[config.mk]
export PLATFORM = sky130hd
export DESIGN_NAME = morse_encoder
export DESIGN_NICKNAME = d
export VERILOG_FILES = /design/src/rtl/morse_encoder.sv
export SDC_FILE = /design/constraint.sdc
export NUM_CORES = 1
export LEC_CHECK = 0
export CAP_MARGIN = 30
export CORE_MARGIN = 1.5
export CORE_UTILIZATION = 60
export DETAILED_ROUTE_END_ITERATION = 16
export GPL_ROUTABILITY_DRIVEN = 1
export MAX_ROUTING_LAYER = met4
export PLACE_DENSITY = 0.86
export SYNTH_ARGS = -nofsm -noshare
export SYNTH_HDL_FRONTEND = slang
export SYNTH_SLANG_ARGS = --single-unit
[constraint.sdc]
create_clock -name clk -period 5.3 [get_ports clk]
set_clock_uncertainty 0.05 [all_clocks]
set_input_delay 0.53 -clock clk [delete_from_list [all_inputs] [get_ports clk]]
set_output_delay 0.53 -clock clk [all_outputs]
set_load 0.01 [all_outputs]
[src/rtl/morse_encoder.sv]
// -----------------------------------------------------------------------------
// morse_encoder
//
// Transmit side of the Morse path. One character code is accepted per
// valid/ready handshake. The code is looked up in an ITU Morse table and
// played out as a timed on/off keying signal for an LED or buzzer.
//
// Timing, in Morse units of UNIT_CYCLES clocks:
//   dot mark 1, dash mark 3, gap between elements 1, gap after a character 3,
//   word space 4 (together with the preceding character gap this gives the
//   standard 7-unit word gap).
//
// Parameters
//   UNIT_CYCLES  clock cycles per Morse time unit (must be >= 2)
//
// Ports
//   clk        in   system clock, all logic on the rising edge
//   reset      in   synchronous, active-high reset
//   in_valid   in   char_code is valid this cycle
//   char_code  in   0-25 'A'-'Z', 26-35 '0'-'9', 36 word space, 37-63 invalid
//   in_ready   out  block can accept a code this cycle
//   tone       out  keying output, 1 = mark, 0 = silence (registered)
//   busy       out  a character or word space is in progress
//   done       out  one-cycle pulse on the final cycle of a character/space
//   err        out  one-cycle pulse the cycle after an invalid code is accepted
// -----------------------------------------------------------------------------
`timescale 1ns/1ps

module morse_encoder #(
  parameter int UNIT_CYCLES = 25_000_000
) (
  input  logic       clk,
  input  logic       reset,
  input  logic       in_valid,
  input  logic [5:0] char_code,
  output logic       in_ready,
  output logic       tone,
  output logic       busy,
  output logic       done,
  output logic       err
);

  // The longest interval is the 4-unit word space; the counter holds
  // "cycles remaining minus one", so it must reach 4*UNIT_CYCLES-1.
  localparam int CNT_W = $clog2(4 * UNIT_CYCLES);

  localparam logic [CNT_W-1:0] DOT_LAST   = CNT_W'(UNIT_CYCLES - 1);
  localparam logic [CNT_W-1:0] DASH_LAST  = CNT_W'(3 * UNIT_CYCLES - 1);
  localparam logic [CNT_W-1:0] GAP_LAST   = CNT_W'(UNIT_CYCLES - 1);
  localparam logic [CNT_W-1:0] CGAP_LAST  = CNT_W'(3 * UNIT_CYCLES - 1);
  localparam logic [CNT_W-1:0] SPACE_LAST = CNT_W'(4 * UNIT_CYCLES - 1);

  localparam logic [5:0] LAST_CHAR_CODE = 6'd35;
  localparam logic [5:0] SPACE_CODE     = 6'd36;

  typedef enum logic [2:0] {
    S_IDLE,
    S_MARK,
    S_GAP,
    S_CHAR_GAP,
    S_SPACE
  } state_t;

  // ---------------------------------------------------------------------------
  // Morse table: {len[2:0], pat[4:0]}. The pattern is right-aligned and sent
  // MSB-first, i.e. element i of a len-element character lives in
  // pat[len-1-i]; 1 = dash, 0 = dot. Invalid codes return len 0.
  // ---------------------------------------------------------------------------
  function automatic logic [7:0] morse_rom(input logic [5:0] code);
    logic [7:0] v;
    v = 8'd0;
    case (code)
      6'd0:  v = {3'd2, 5'b00001}; // A .-
      6'd1:  v = {3'd4, 5'b01000}; // B -...
      6'd2:  v = {3'd4, 5'b01010}; // C -.-.
      6'd3:  v = {3'd3, 5'b00100}; // D -..
      6'd4:  v = {3'd1, 5'b00000}; // E .
      6'd5:  v = {3'd4, 5'b00010}; // F ..-.
      6'd6:  v = {3'd3, 5'b00110}; // G --.
      6'd7:  v = {3'd4, 5'b00000}; // H ....
      6'd8:  v = {3'd2, 5'b00000}; // I ..
      6'd9:  v = {3'd4, 5'b00111}; // J .---
      6'd10: v = {3'd3, 5'b00101}; // K -.-
      6'd11: v = {3'd4, 5'b00100}; // L .-..
      6'd12: v = {3'd2, 5'b00011}; // M --
      6'd13: v = {3'd2, 5'b00010}; // N -.
      6'd14: v = {3'd3, 5'b00111}; // O ---
      6'd15: v = {3'd4, 5'b00110}; // P .--.
      6'd16: v = {3'd4, 5'b01101}; // Q --.-
      6'd17: v = {3'd3, 5'b00010}; // R .-.
      6'd18: v = {3'd3, 5'b00000}; // S ...
      6'd19: v = {3'd1, 5'b00001}; // T -
      6'd20: v = {3'd3, 5'b00001}; // U ..-
      6'd21: v = {3'd4, 5'b00001}; // V ...-
      6'd22: v = {3'd3, 5'b00011}; // W .--
      6'd23: v = {3'd4, 5'b01001}; // X -..-
      6'd24: v = {3'd4, 5'b01011}; // Y -.--
      6'd25: v = {3'd4, 5'b01100}; // Z --..
      6'd26: v = {3'd5, 5'b11111}; // 0 -----
      6'd27: v = {3'd5, 5'b01111}; // 1 .----
      6'd28: v = {3'd5, 5'b00111}; // 2 ..---
      6'd29: v = {3'd5, 5'b00011}; // 3 ...--
      6'd30: v = {3'd5, 5'b00001}; // 4 ....-
      6'd31: v = {3'd5, 5'b00000}; // 5 .....
      6'd32: v = {3'd5, 5'b10000}; // 6 -....
      6'd33: v = {3'd5, 5'b11000}; // 7 --...
      6'd34: v = {3'd5, 5'b11100}; // 8 ---..
      6'd35: v = {3'd5, 5'b11110}; // 9 ----.
      default: v = 8'd0;
    endcase
    return v;
  endfunction

  // ---------------------------------------------------------------------------
  // Registers
  // ---------------------------------------------------------------------------
  state_t           r_state;
  logic [CNT_W-1:0] r_cnt;    // cycles remaining in current interval, minus one
  logic [2:0]       r_idx;    // index into r_pat of the current element
  logic [4:0]       r_pat;    // latched pattern of the character being sent
  logic             r_tone;
  logic             r_done;
  logic             r_err;

  // ---------------------------------------------------------------------------
  // Table lookup on the incoming code
  // ---------------------------------------------------------------------------
  logic [7:0] w_rom;
  logic [2:0] w_len;
  logic [4:0] w_pat;
  logic [2:0] w_first_idx;
  logic       w_first_dash;
  logic       w_is_char;
  logic       w_is_space;
  logic       w_accept;

  // NOTE: every signal driven from always_comb gets a default first, so no
  // path leaves it unassigned and no latch is inferred.
  always_comb begin
    w_rom        = morse_rom(char_code);
    w_len        = w_rom[7:5];
    w_pat        = w_rom[4:0];
    w_first_idx  = 3'd0;
    w_first_dash = 1'b0;
    if (w_len != 3'd0) begin
      w_first_idx  = w_len - 3'd1;
      w_first_dash = w_pat[w_first_idx];
    end
  end

  assign w_is_char  = (char_code <= LAST_CHAR_CODE);
  assign w_is_space = (char_code == SPACE_CODE);
  assign w_accept   = in_valid && in_ready;

  // ---------------------------------------------------------------------------
  // Sequencer. tone/done/err are registered here so the keying line is
  // glitch-free and the pulses line up exactly with the state they describe.
  // ---------------------------------------------------------------------------
  // NOTE: sequential state is updated with non-blocking assignments only, so
  // every register samples the pre-edge value of every other register.
  always_ff @(posedge clk) begin
    if (reset) begin
      r_state <= S_IDLE;
      r_cnt   <= '0;
      r_idx   <= '0;
      r_pat   <= '0;
      r_tone  <= 1'b0;
      r_done  <= 1'b0;
      r_err   <= 1'b0;
    end else begin
      // Pulses default low; at most one branch below raises one of them.
      r_done <= 1'b0;
      r_err  <= 1'b0;

      case (r_state)
        S_IDLE: begin
          if (w_accept) begin
            if (w_is_char) begin
              r_state <= S_MARK;
              r_pat   <= w_pat;
              r_idx   <= w_first_idx;
              r_cnt   <= w_first_dash ? DASH_LAST : DOT_LAST;
              r_tone  <= 1'b1;
            end else if (w_is_space) begin
              r_state <= S_SPACE;
              r_cnt   <= SPACE_LAST;
            end else begin
              // Invalid code: consumed, flagged, nothing transmitted.
              r_err <= 1'b1;
            end
          end
        end

        S_MARK: begin
          if (r_cnt == '0) begin
            r_tone <= 1'b0;
            if (r_idx == 3'd0) begin
              r_state <= S_CHAR_GAP;
              r_cnt   <= CGAP_LAST;
            end else begin
              r_state <= S_GAP;
              r_cnt   <= GAP_LAST;
              r_idx   <= r_idx - 3'd1;
            end
          end else begin
            r_cnt <= r_cnt - CNT_W'(1);
          end
        end

        S_GAP: begin
          // r_idx already points at the next element to send.
          if (r_cnt == '0) begin
            r_state <= S_MARK;
            r_tone  <= 1'b1;
            r_cnt   <= r_pat[r_idx] ? DASH_LAST : DOT_LAST;
          end else begin
            r_cnt <= r_cnt - CNT_W'(1);
          end
        end

        S_CHAR_GAP, S_SPACE: begin
          // done is raised one edge early so it is visible on the final
          // cycle of the interval; UNIT_CYCLES >= 2 guarantees r_cnt passes 1.
          if (r_cnt == CNT_W'(1)) begin
            r_done <= 1'b1;
          end
          if (r_cnt == '0) begin
            r_state <= S_IDLE;
          end else begin
            r_cnt <= r_cnt - CNT_W'(1);
          end
        end

        default: begin
          r_state <= S_IDLE;
          r_tone  <= 1'b0;
        end
      endcase
    end
  end

  // ---------------------------------------------------------------------------
  // Outputs
  // ---------------------------------------------------------------------------
  assign in_ready = (r_state == S_IDLE) && !reset;
  assign busy     = (r_state != S_IDLE);
  assign tone     = r_tone;
  assign done     = r_done;
  assign err      = r_err;

endmodule
==> tab_implementation.tex, run 1 <==
\begin{tabular}{lr}
\hline
Metric & Value \\
\hline
\multicolumn{2}{l}{\textbf{Critical path}} \\
Sort of element at the end of the critical path & flop \\
Crit Path Class & in2reg \\
Critical path startpoint category & input port \\
Data required time of the worst path & 5460 ps \\
Worst reg2reg startpoint & r\_state[2]\$\_SDFFE\_PP0P\_ \\
Arr. time, crit path & 4440 ps \\
Launch point of the critical path & char\_code[0] \\
Cell breakdown of the critical path & clkdlybuf4s50\_1 -> inv\_1 -> ha\_1 -> nor2\_1 -> a211o\_1 -> a221o\_1 -> ha\_1 -> inv\_1 -> ha\_1 -> or4b\_2 -> o22ai\_1 -> nor4\_1 -> a311oi\_1 -> nor4\_1 -> nor3\_1 \\
Highest net fanout along the worst path & 10 \\
Worst path slowest cell & sky130\_fd\_sc\_hd\_\_or4b\_2 \\
Critical Path Most Common Cell & sky130\_fd\_sc\_hd\_\_ha\_1 \\
Delay of the slowest cell on the worst path & 610 ps \\
\multicolumn{2}{l}{\textbf{Place}} \\
Placed Cells & 459 \\
Post-detail-place hpwl & 5330 um \\
Routability congestion estimate & 0.931 \\
\# port buffers & 13 \\
\multicolumn{2}{l}{\textbf{Layout}} \\
Final standard cell count with taps included and fillers excluded & 467 \\
Share of post-route cells with drive strength above 1 & 8.00\% \\
Number of antenna repair diodes & 0 \\
Synthesis-to-layout area growth & 8.66\% \\
Post-layout nets & 420 \\
Number of fillers in the final layout & 423 \\
\multicolumn{2}{l}{\textbf{Die}} \\
Ports & 14 \\
Core area & 4750 um2 \\
FP Rows & 25 \\
Initial Util & 62.9\% \\
Die Outline Area & 5420 um2 \\
Die height & 73.6 um \\
X dimension of the die & 73.6 um \\
\multicolumn{2}{l}{\textbf{Drt}} \\
DRT Pass-1 Iters & 5 \\
Number of DRC markers in iteration 0 & 395 \\
DR DRC count & 0 \\
Antenna-violating nets left & 0 \\
Vias per Instance & 6.48 \\
Total wirelength of the detailed-routed design & 7690 um \\
Via count of the routed design & 3027 \\
DR WL/cell & 16.5 um \\
\multicolumn{2}{l}{\textbf{Hold path}} \\
Worst Hold Class & reg2reg \\
Hold Crit Start & r\_cnt[20]\$\_SDFFE\_PP0P\_ \\
\multicolumn{2}{l}{\textbf{Synth}} \\
Async set-reset flop share out of synthesis & 0\% \\
Most instantiated library cell after synthesis & sky130\_fd\_sc\_hd\_\_nor2\_1 \\
Number of synthesis warnings & 0 \\
Mean Syn Cell Area & 7.50 um2 \\
Number of flops mapped to enable cells by yosys & 0 \\
Post-synthesis cell count & 399 \\
Syn Std Cell Area & 2990 um2 \\
Yosys top cell by area & sky130\_fd\_sc\_hd\_\_dfxtp\_1 \\
Net Count, Synth & 420 \\
Proportion of netlist area held by the largest area contributor & 27.4\% \\
Number of library cell types mapped by synthesis & 63 \\
Area contributors post-synth & sky130\_fd\_sc\_hd\_\_dfxtp\_1 27\%, sky130\_fd\_sc\_hd\_\_a21oi\_1 6.2\%, sky130\_fd\_sc\_hd\_\_nor2\_1 6.1\% \\
Cell types with the highest counts after synthesis & 49 x sky130\_fd\_sc\_hd\_\_nor2\_1, 41 x sky130\_fd\_sc\_hd\_\_dfxtp\_1, 37 x sky130\_fd\_sc\_hd\_\_a21oi\_1, 25 x sky130\_fd\_sc\_hd\_\_nand2\_1, 22 x sky130\_fd\_sc\_hd\_\_nor3\_1 \\
Number of synthesized register bits & 41 \\
Sequential share of the synthesized area & 27.4\% \\
Post-synth top flop & sky130\_fd\_sc\_hd\_\_dfxtp\_1 \\
\multicolumn{2}{l}{\textbf{Power and ir drop}} \\
Leakage & 1.13 nW \\
Power per cell area & 469 nW/um2 \\
VDD IR max & 0.246 mV \\
Power Total & 0.00152 W \\
\multicolumn{2}{l}{\textbf{Flow run}} \\
Count of max-cap constraint violations & 0 \\
\multicolumn{2}{l}{\textbf{Global route}} \\
Vias in the first global route & 2740 \\
Wire length of the first global-routing pass & 13100 um \\
Total track usage & 31.8\% \\
Number of antenna violations at the first check in global routing & 0 \\
Overflow after GRT & 0 \\
Maximum number of pins on one net before global-route repair & 40 \\
\multicolumn{2}{l}{\textbf{Outcome}} \\
Status & complete, no violations \\
\multicolumn{2}{l}{\textbf{Timing}} \\
Count of final hold-check violations & 0 \\
Transition time at the pin with the least slew margin & 803 ps \\
Total negative setup slack & 0 ps \\
Final critical-path share of the clock period & 80.7\% \\
Unrepaired setup endpoints after global routing & no \\
Final worst hold slack & 445 ps \\
Final count of pins violating max slew & 0 \\
Final critical-path required period & 4280 ps \\
Number of failing setup endpoints in the final timing report & 0 \\
Max Fclk & 234 MHz \\
Worst slew margin relative to its limit & 45.9\% \\
\multicolumn{2}{l}{\textbf{Clock network}} \\
CTS root buf & sky130\_fd\_sc\_hd\_\_clkbuf\_8 \\
Worst skew pair latency & 300 ps \\
Cts-stage hold buffer count & 0 \\
CTS Buf Count & 5 \\
Post-CTS repair timing setup buffer count & 0 \\
Register clock-pin slew on the reported worst setup and hold paths & 80 ps \\
Clock sinks & 41 \\
Number of buffers on the longest clock path & 2 \\
Depth of the CTS H-tree & 2 \\
Gates resized, CTS repair & 0 \\
CTS tree & done \\
\hline
\end{tabular}
[layer usage]
metal | global-route usage [%] | up-vias | routed length, um
li1 | - | 1481 | -
met1 | 44.4 | 1414 | 3680
met2 | 46.2 | 115 | 3400
met3 | 5.35 | 17 | 467
met4 | 10.9 | 0 | 138
met5 | - | - | 0
[per-stage QoR]
step                util [%]  setup slack, ps  area, um2
floorplan                  -             1720       2990
global placement        65.9              959       3130
detailed placement      65.9              779       3130
CTS                     68.4             1090       3250
global route            68.4              760       3250
finish                  68.4             1020       3250
[final cells by class]
class                      count  area, um2  area share, %
clock buffer                   7       86.3           2.66
clock inverter                 1       30.0          0.924
inverter                      14       52.6           1.62
multi-input combinational    320       2020           62.0
sequential                    41        821           25.3
tap                           67       83.8           2.58
timing repair buffer          17        160           4.93
[worst max-delay path: cells and delay by family]
kind	cells	cell delay, ps
compound gates	4	1220
fa+ha+maj	3	850
buf+inv	3	740
simple gates	5	1110
[logic make-up after synthesis]
kind of cell               synth area share (%)
xor gates and xnor gates                   2.05
muxes                                      1.76
and+or+nand+nor                            32.8
buffers and inverters                      5.31
adders and majority gates                  5.02
DFF                                        27.4
AOI/OAI and AO/OA                          25.6
[report_power, final]
group	internal, W	leakage (nW)	switching, W
Sequential	0.000386	0.336	0.000104
Combinational	0.000299	0.735	0.000468
Clock	0.000154	0.0585	0.000115
[cells in the final DEF, fill, tap and decap left out, types with 3 or more instances in the layout]
cell type                         instances
sky130_fd_sc_hd__o21ai_0                 18
sky130_fd_sc_hd__nor2b_1                 13
sky130_fd_sc_hd__nor2_1                  49
sky130_fd_sc_hd__nor3_1                  22
sky130_fd_sc_hd__a211oi_1                11
sky130_fd_sc_hd__nand3_1                  8
sky130_fd_sc_hd__o22ai_1                  3
sky130_fd_sc_hd__a21oi_1                 37
sky130_fd_sc_hd__and2_1                   4
sky130_fd_sc_hd__nand2b_1                 6
sky130_fd_sc_hd__a211o_1                  5
sky130_fd_sc_hd__clkbuf_8                 6
sky130_fd_sc_hd__xnor2_1                  5
sky130_fd_sc_hd__o31ai_1                  6
sky130_fd_sc_hd__or4b_2                   3
sky130_fd_sc_hd__clkdlybuf4s50_1         13
sky130_fd_sc_hd__a31oi_1                  7
sky130_fd_sc_hd__nand3b_1                 5
sky130_fd_sc_hd__buf_4                    4
sky130_fd_sc_hd__or3_1                    9
sky130_fd_sc_hd__o21ai_1                  3
sky130_fd_sc_hd__dfxtp_1                 41
sky130_fd_sc_hd__ha_1                    12
sky130_fd_sc_hd__nand4_1                  4
sky130_fd_sc_hd__inv_1                   14
sky130_fd_sc_hd__a311oi_1                 3
sky130_fd_sc_hd__nor4_1                  11
sky130_fd_sc_hd__nand2_1                 25
sky130_fd_sc_hd__mux2i_1                  3
[state kept, by name, indices dropped and copies added (netlist names)]
signal   count
r_pat        5
done         1
tone         1
r_idx        3
r_cnt       27
r_state      3
err          1
[final timing paths]
kind / cells after the start / to / slack [ps]
max: 15 / r_cnt[7]$_SDFFE_PP0P_ / 1020
min: 1 / r_cnt[20]$_SDFFE_PP0P_ / 450
max reg2reg: 7 / r_cnt[12]$_SDFFE_PP0P_ / 2420
min reg2reg: 1 / r_cnt[20]$_SDFFE_PP0P_ / 450
Power figures use the tool's default switching activity.
==> run 2: changes to the inputs <==
clock period = 4.4 ns   (was 5.3 ns; I/O delays follow)
==> run 2 against run 1 <==
Final cell count is 1.5% higher. Clock-buffer cell count is 1 lower. Clock power grew 1%. Via count is 2.5% higher. Final area up 1.2%. Register-to-register slack worse by 1000 ps. Sequential power rose by 21%. Die area did not move. Combinational power up 23%. Sequential share of layout area down 0.30 points. Utilization is 0.82 points higher. Worst hold slack improved by 1.6 ps. Critical path type unchanged. Largest cell class unchanged.
==> tab_implementation.tex, run 2 (synthesized netlist as in run 1, its figures left out) <==
\begin{tabular}{lr}
\hline
Metric & Value \\
\hline
\multicolumn{2}{l}{\textbf{Timing}} \\
Total negative setup slack & 0 ps \\
Unrepaired setup endpoints after global routing & no \\
Final critical-path share of the clock period & 91.0\% \\
Max Fclk & 250 MHz \\
Worst slew margin relative to its limit & 40.6\% \\
Final count of pins violating max slew & 0 \\
Number of failing setup endpoints in the final timing report & 0 \\
Final critical-path required period & 4000 ps \\
Count of final hold-check violations & 0 \\
Transition time at the pin with the least slew margin & 887 ps \\
\multicolumn{2}{l}{\textbf{Critical path}} \\
Buffering stage count on the worst path with inverters included & 2 \\
Crit Path Class & in2reg \\
Critical Path Most Common Cell & sky130\_fd\_sc\_hd\_\_ha\_1 \\
Delay of the slowest cell on the worst path & 610 ps \\
Sort of element at the end of the critical path & flop \\
Arr. time, crit path & 4190 ps \\
Highest net fanout along the worst path & 7 \\
Cell breakdown of the critical path & clkdlybuf4s50\_1 -> ha\_1 -> nor2\_1 -> a211o\_1 -> a221o\_1 -> ha\_1 -> inv\_1 -> ha\_1 -> or4b\_2 -> o22ai\_1 -> nor4\_1 -> a311oi\_2 -> nor4\_1 -> nor3\_1 \\
Data required time of the worst path & 4580 ps \\
Worst reg2reg setup slack & 1380 ps \\
Worst path slowest cell & sky130\_fd\_sc\_hd\_\_or4b\_2 \\
Largest delay share family, worst path & compound AO/OA/AOI/OAI gates \\
Critical path startpoint category & input port \\
\multicolumn{2}{l}{\textbf{Clock network}} \\
Clock sinks & 41 \\
Worst skew pair latency & 310 ps \\
Register clock-pin slew on the reported worst setup and hold paths & 80 ps \\
Depth of the CTS H-tree & 2 \\
Number of buffers on the longest clock path & 2 \\
CTS tree & done \\
CTS Buf Count & 5 \\
CTS root buf & sky130\_fd\_sc\_hd\_\_clkbuf\_8 \\
\multicolumn{2}{l}{\textbf{Power and ir drop}} \\
Power per cell area & 549 nW/um2 \\
Net switching power figure & 0.000847 W \\
Net switching share of the total power & 46.9\% \\
Leakage & 1.16 nW \\
Sequential fraction of design power & 32.7\% \\
Combinational share of power & 52.2\% \\
Internal Pwr Total & 0.000958 W \\
Power share of the clock group & 15.1\% \\
VDD IR max & 0.304 mV \\
\multicolumn{2}{l}{\textbf{Drt}} \\
Total wirelength of the detailed-routed design & 7770 um \\
DR WL/cell & 16.4 um \\
Number of DRC markers in iteration 0 & 301 \\
Antenna-violating nets left & 0 \\
Via count of the routed design & 3103 \\
DRT Pass-1 Iters & 6 \\
DR DRC count & 0 \\
Vias per Instance & 6.55 \\
\multicolumn{2}{l}{\textbf{Die}} \\
X dimension of the die & 73.6 um \\
Ports & 14 \\
Die height & 73.6 um \\
Die Outline Area & 5420 um2 \\
Initial Util & 62.9\% \\
FP Rows & 25 \\
Core area & 4750 um2 \\
\multicolumn{2}{l}{\textbf{Flow run}} \\
Count of max-cap constraint violations & 0 \\
\multicolumn{2}{l}{\textbf{Layout}} \\
Commonest cells after routing, fill and taps aside & 49 x sky130\_fd\_sc\_hd\_\_nor2\_1, 41 x sky130\_fd\_sc\_hd\_\_dfxtp\_1, 37 x sky130\_fd\_sc\_hd\_\_a21oi\_1 \\
Number of antenna repair diodes & 0 \\
Synthesis-to-layout area growth & 9.95\% \\
Post-layout nets & 427 \\
Share of post-route cells with drive strength above 1 & 10.1\% \\
Top reg by flops & r\_cnt \\
Leading cell type in the layout, fill and taps excluded & sky130\_fd\_sc\_hd\_\_nor2\_1 \\
Largest regs & r\_cnt: 27 flops, r\_pat: 5 flops \\
Final standard cell count with taps included and fillers excluded & 474 \\
Number of flip-flops under the largest register name & 27 \\
\multicolumn{2}{l}{\textbf{Place}} \\
Post-detail-place hpwl & 5610 um \\
\# port buffers & 13 \\
Routability congestion estimate & 0.942 \\
Placed Cells & 466 \\
\multicolumn{2}{l}{\textbf{Global route}} \\
Vias in the first global route & 2703 \\
Maximum number of pins on one net before global-route repair & 39 \\
Total track usage & 30.6\% \\
Number of antenna violations at the first check in global routing & 0 \\
Wire length of the first global-routing pass & 12600 um \\
Overflow after GRT & 0 \\
\multicolumn{2}{l}{\textbf{Hold path}} \\
Worst Hold Class & reg2reg \\
\multicolumn{2}{l}{\textbf{Outcome}} \\
Status & complete, no violations \\
\hline
\end{tabular}
==> run 2: changes by cell type in the layout (fill, tap and decap cells not counted), sizes merged <==
cell    change
buf         +7
bufinv      -1
clkbuf      -1
clkinv      +2
==> run 2: layer usage <==
metal | share of wire, % | GRT usage (%)
met1 | 45 | 42.1
met4 | 1.7 | 11.7
met5 | 0 | -
met3 | 8.1 | 4.39
met2 | 45 | 45.0
==> run 2: final cells by class <==
class / count / area (um2)
Fill cell: 410 / 1470
Tap cell: 67 / 83.8
Inverter: 14 / 52.6
Timing Repair Buffer: 24 / 213
Clock inverter: 2 / 13.8
Sequential cell: 41 / 821
Multi-Input combinational cell: 320 / 2020
Clock buffer: 6 / 82.6
==> run 2: power groups by stage <==
stage / logic, W / registers [W] / clock network [W]
2_1_floorplan: 0.000729 / 0.000545 / 0
3_3_place_gp: 0.000873 / 0.000586 / 0
3_5_place_dp: 0.000907 / 0.000592 / 0
4_1_cts: 0.000914 / 0.000584 / 0.000274
5_1_grt: 0.00102 / 0.000604 / 0.000286
6_report: 0.000942 / 0.000591 / 0.000272
==> run 2: per-stage QoR <==
stage	hold slack [ps]	util, %	cell area [um2]	total power, W	setup WS (ps)
final	447	69.2	3290	0.00181	395
after global routing	469	69.2	3290	0.00191	95.0
after floorplan	400	-	2990	0.00127	915
after CTS	441	69.1	3280	0.00177	389
after detailed placement	428	67.0	3190	0.00150	109
after global placement	412	67.0	3190	0.00146	246
==> run 2: final timing paths <==
check	from	endpoint	cells past startpoint
setup / recovery	char_code[1]	r_cnt[7]$_SDFFE_PP0P_	14
hold / removal	r_cnt[20]$_SDFFE_PP0P_	r_cnt[20]$_SDFFE_PP0P_	1
setup reg to reg	r_state[2]$_SDFFE_PP0P_	r_cnt[16]$_SDFFE_PP0P_	8
hold reg to reg	r_cnt[20]$_SDFFE_PP0P_	r_cnt[20]$_SDFFE_PP0P_	1
==> run 2: timing repair <==
item	4_1_cts	5_1_grt
setup buffers	0	0
gates resized for setup	0	1
hold buffers	0	0
setup endpoints to repair	0	1
==> run 3: changes to the inputs <==
CORE_UTILIZATION = 30   (was 60)
PLACE_DENSITY = 0.52   (was 0.86)
==> run 3 against run 2 <==
First-iteration DRC count fell by 54%. Sequential cell count stayed put. Sequential power hardly changed. Power grew 0.92%. Highest routed layer unchanged.
==> tab_implementation.tex, run 3 (synthesized netlist as in run 1, its figures left out) <==
\begin{tabular}{lr}
\hline
Metric & Value \\
\hline
\multicolumn{2}{l}{\textbf{Layout}} \\
Share of post-route cells with drive strength above 1 & 10.3\% \\
Largest regs & r\_cnt: 27 flops, r\_pat: 5 flops \\
Post-layout nets & 430 \\
Commonest cells after routing, fill and taps aside & 49 x sky130\_fd\_sc\_hd\_\_nor2\_1, 41 x sky130\_fd\_sc\_hd\_\_dfxtp\_1, 37 x sky130\_fd\_sc\_hd\_\_a21oi\_1 \\
Number of fillers in the final layout & 1058 \\
Leading cell type in the layout, fill and taps excluded & sky130\_fd\_sc\_hd\_\_nor2\_1 \\
Number of antenna repair diodes & 0 \\
Number of flip-flops under the largest register name & 27 \\
Multi-input gate area in the final layout & 2020 um2 \\
FF/Latch Area & 821 um2 \\
Top reg by flops & r\_cnt \\
Synthesis-to-layout area growth & 13.5\% \\
\multicolumn{2}{l}{\textbf{Timing}} \\
Final critical-path share of the clock period & 88.4\% \\
Total negative setup slack & 0 ps \\
Transition time at the pin with the least slew margin & 792 ps \\
Number of failing setup endpoints in the final timing report & 0 \\
Max Fclk & 257 MHz \\
Final count of pins violating max slew & 0 \\
Worst setup margin & 510 ps \\
Final critical-path required period & 3890 ps \\
Unrepaired setup endpoints after global routing & no \\
Count of final hold-check violations & 0 \\
Worst slew margin relative to its limit & 47.0\% \\
\multicolumn{2}{l}{\textbf{Power and ir drop}} \\
Internal Pwr Total & 0.00100 W \\
Combinational share of power & 51.3\% \\
Sequential fraction of design power & 32.4\% \\
Power share of the clock group & 16.3\% \\
Net switching power figure & 0.000821 W \\
Leakage & 1.17 nW \\
Net switching share of the total power & 45.1\% \\
VDD IR max & 0.229 mV \\
Power per cell area & 537 nW/um2 \\
\multicolumn{2}{l}{\textbf{Drt}} \\
Number of DRC markers in iteration 0 & 137 \\
Vias per Instance & 5.52 \\
Via count of the routed design & 2990 \\
DR WL/cell & 15.0 um \\
DR DRC count & 0 \\
DRT Pass-1 Iters & 4 \\
Antenna-violating nets left & 0 \\
Total wirelength of the detailed-routed design & 8100 um \\
\multicolumn{2}{l}{\textbf{Critical path}} \\
Highest net fanout along the worst path & 7 \\
Worst path slowest cell & sky130\_fd\_sc\_hd\_\_or4b\_2 \\
R2R depth & 8 \\
Critical path startpoint category & input port \\
Sort of element at the end of the critical path & flop \\
Cell breakdown of the critical path & clkdlybuf4s50\_1 -> inv\_1 -> ha\_1 -> nor2b\_1 -> a211oi\_1 -> a21oi\_1 -> o21ai\_0 -> nand2b\_1 -> ha\_1 -> inv\_1 -> ha\_1 -> or4b\_2 -> o22ai\_1 -> nor4\_1 -> a311oi\_1 -> nor4\_1 -> nor3\_1 \\
Crit Path Class & in2reg \\
Critical Path Most Common Cell & sky130\_fd\_sc\_hd\_\_ha\_1 \\
Arr. time, crit path & 4050 ps \\
Data required time of the worst path & 4560 ps \\
Delay of the slowest cell on the worst path & 610 ps \\
\multicolumn{2}{l}{\textbf{Die}} \\
Initial Util & 30.7\% \\
Core area & 9730 um2 \\
Ports & 14 \\
Die Outline Area & 10600 um2 \\
FP Rows & 36 \\
Die height & 103 um \\
X dimension of the die & 103 um \\
\multicolumn{2}{l}{\textbf{Global route}} \\
Maximum number of pins on one net before global-route repair & 39 \\
Wire length of the first global-routing pass & 14000 um \\
Vias in the first global route & 2844 \\
Number of antenna violations at the first check in global routing & 0 \\
Total track usage & 16.9\% \\
Overflow after GRT & 0 \\
\multicolumn{2}{l}{\textbf{Place}} \\
\# port buffers & 13 \\
Routability congestion estimate & 0.833 \\
Worst slack, placed & 166 ps \\
Post-detail-place hpwl & 6010 um \\
\multicolumn{2}{l}{\textbf{Clock network}} \\
Gates resized, CTS repair & 0 \\
CTS Buf Count & 5 \\
Worst skew pair latency & 290 ps \\
Depth of the CTS H-tree & 2 \\
CTS tree & done \\
Clock sinks & 41 \\
Cts-stage hold buffer count & 0 \\
Register clock-pin slew on the reported worst setup and hold paths & 80 ps \\
CTS root buf & sky130\_fd\_sc\_hd\_\_clkbuf\_8 \\
Post-CTS repair timing setup buffer count & 0 \\
Number of buffers on the longest clock path & 2 \\
\multicolumn{2}{l}{\textbf{Flow run}} \\
Count of max-cap constraint violations & 0 \\
\multicolumn{2}{l}{\textbf{Outcome}} \\
Status & complete, no violations \\
\multicolumn{2}{l}{\textbf{Hold path}} \\
WHS Path Cells & 2 \\
Worst Hold Class & reg2reg \\
\hline
\end{tabular}
==> run 3: cell count changes in the layout (fill, tap and decap cells not counted) <==
cell	change
sky130_fd_sc_hd__clkbuf_8	-1
sky130_fd_sc_hd__a311oi_1	+1
sky130_fd_sc_hd__clkinv_4	-1
sky130_fd_sc_hd__buf_4	+3
sky130_fd_sc_hd__a311oi_2	-1
sky130_fd_sc_hd__bufinv_16	+1
==> run 3: per-stage QoR <==
step	util [%]	area [um2]	hold slack [ps]	total power, W	cells
6_report	34.9	3400	440	0.00182	542
3_3_place_gp	33.8	3290	416	0.00152	535
4_1_cts	34.9	3400	445	0.00182	542
5_1_grt	34.9	3400	486	0.00197	542
3_5_place_dp	33.8	3290	431	0.00152	535
2_1_floorplan	-	2990	400	0.00127	399
==> run 3: power by group through the flow <==
| stage | logic (W) | clock network [W] | registers [W] |
|---|---|---|---|
| detailed placement | 0.000928 | 0 | 0.000594 |
| CTS | 0.000934 | 0.000304 | 0.000587 |
| floorplan | 0.000729 | 0 | 0.000545 |
| finish | 0.000935 | 0.000297 | 0.000590 |
| global route | 0.00104 | 0.000321 | 0.000606 |
| global placement | 0.000927 | 0 | 0.000591 |
==> run 3: critical path: cells and delay by family <==
family	cells	cell delay (ps)
and+or+nand+nor	6	1200
AOI/OAI and AO/OA	5	940
buffers and inverters	3	750
adders and majority gates	3	730
==> run 3: final timing paths <==
check / slack (ps) / end / startpoint
worst max-delay path: 510 / r_cnt[7]$_SDFFE_PP0P_ / char_code[1]
worst min-delay path: 440 / tone$_SDFFE_PP0P_ / tone$_SDFFE_PP0P_
worst max register to register: 1470 / r_cnt[16]$_SDFFE_PP0P_ / r_state[2]$_SDFFE_PP0P_
worst min register to register: 440 / tone$_SDFFE_PP0P_ / tone$_SDFFE_PP0P_
==> run 3: layout make-up <==
| type | instances | share of cell area (%) |
|---|---|---|
| multi-input cells | 320 | 59.4 |
| flip-flops and latches | 41 | 24.2 |
| repair buffers | 27 | 6.93 |
| well taps | 133 | 4.90 |
| clock buffers | 5 | 2.03 |
| inverters | 14 | 1.55 |
| clock inverters | 2 | 1.03 |
==> run 3: layer usage <==
layer / part of all wire [%] / vias up / track usage (%)
met5: 0 / - / -
met4: 1.1 / 0 / 3.85
met3: 2.9 / 10 / 1.90
met2: 49 / 51 / 29.2
met1: 47 / 1431 / 21.4
li1: - / 1498 / -
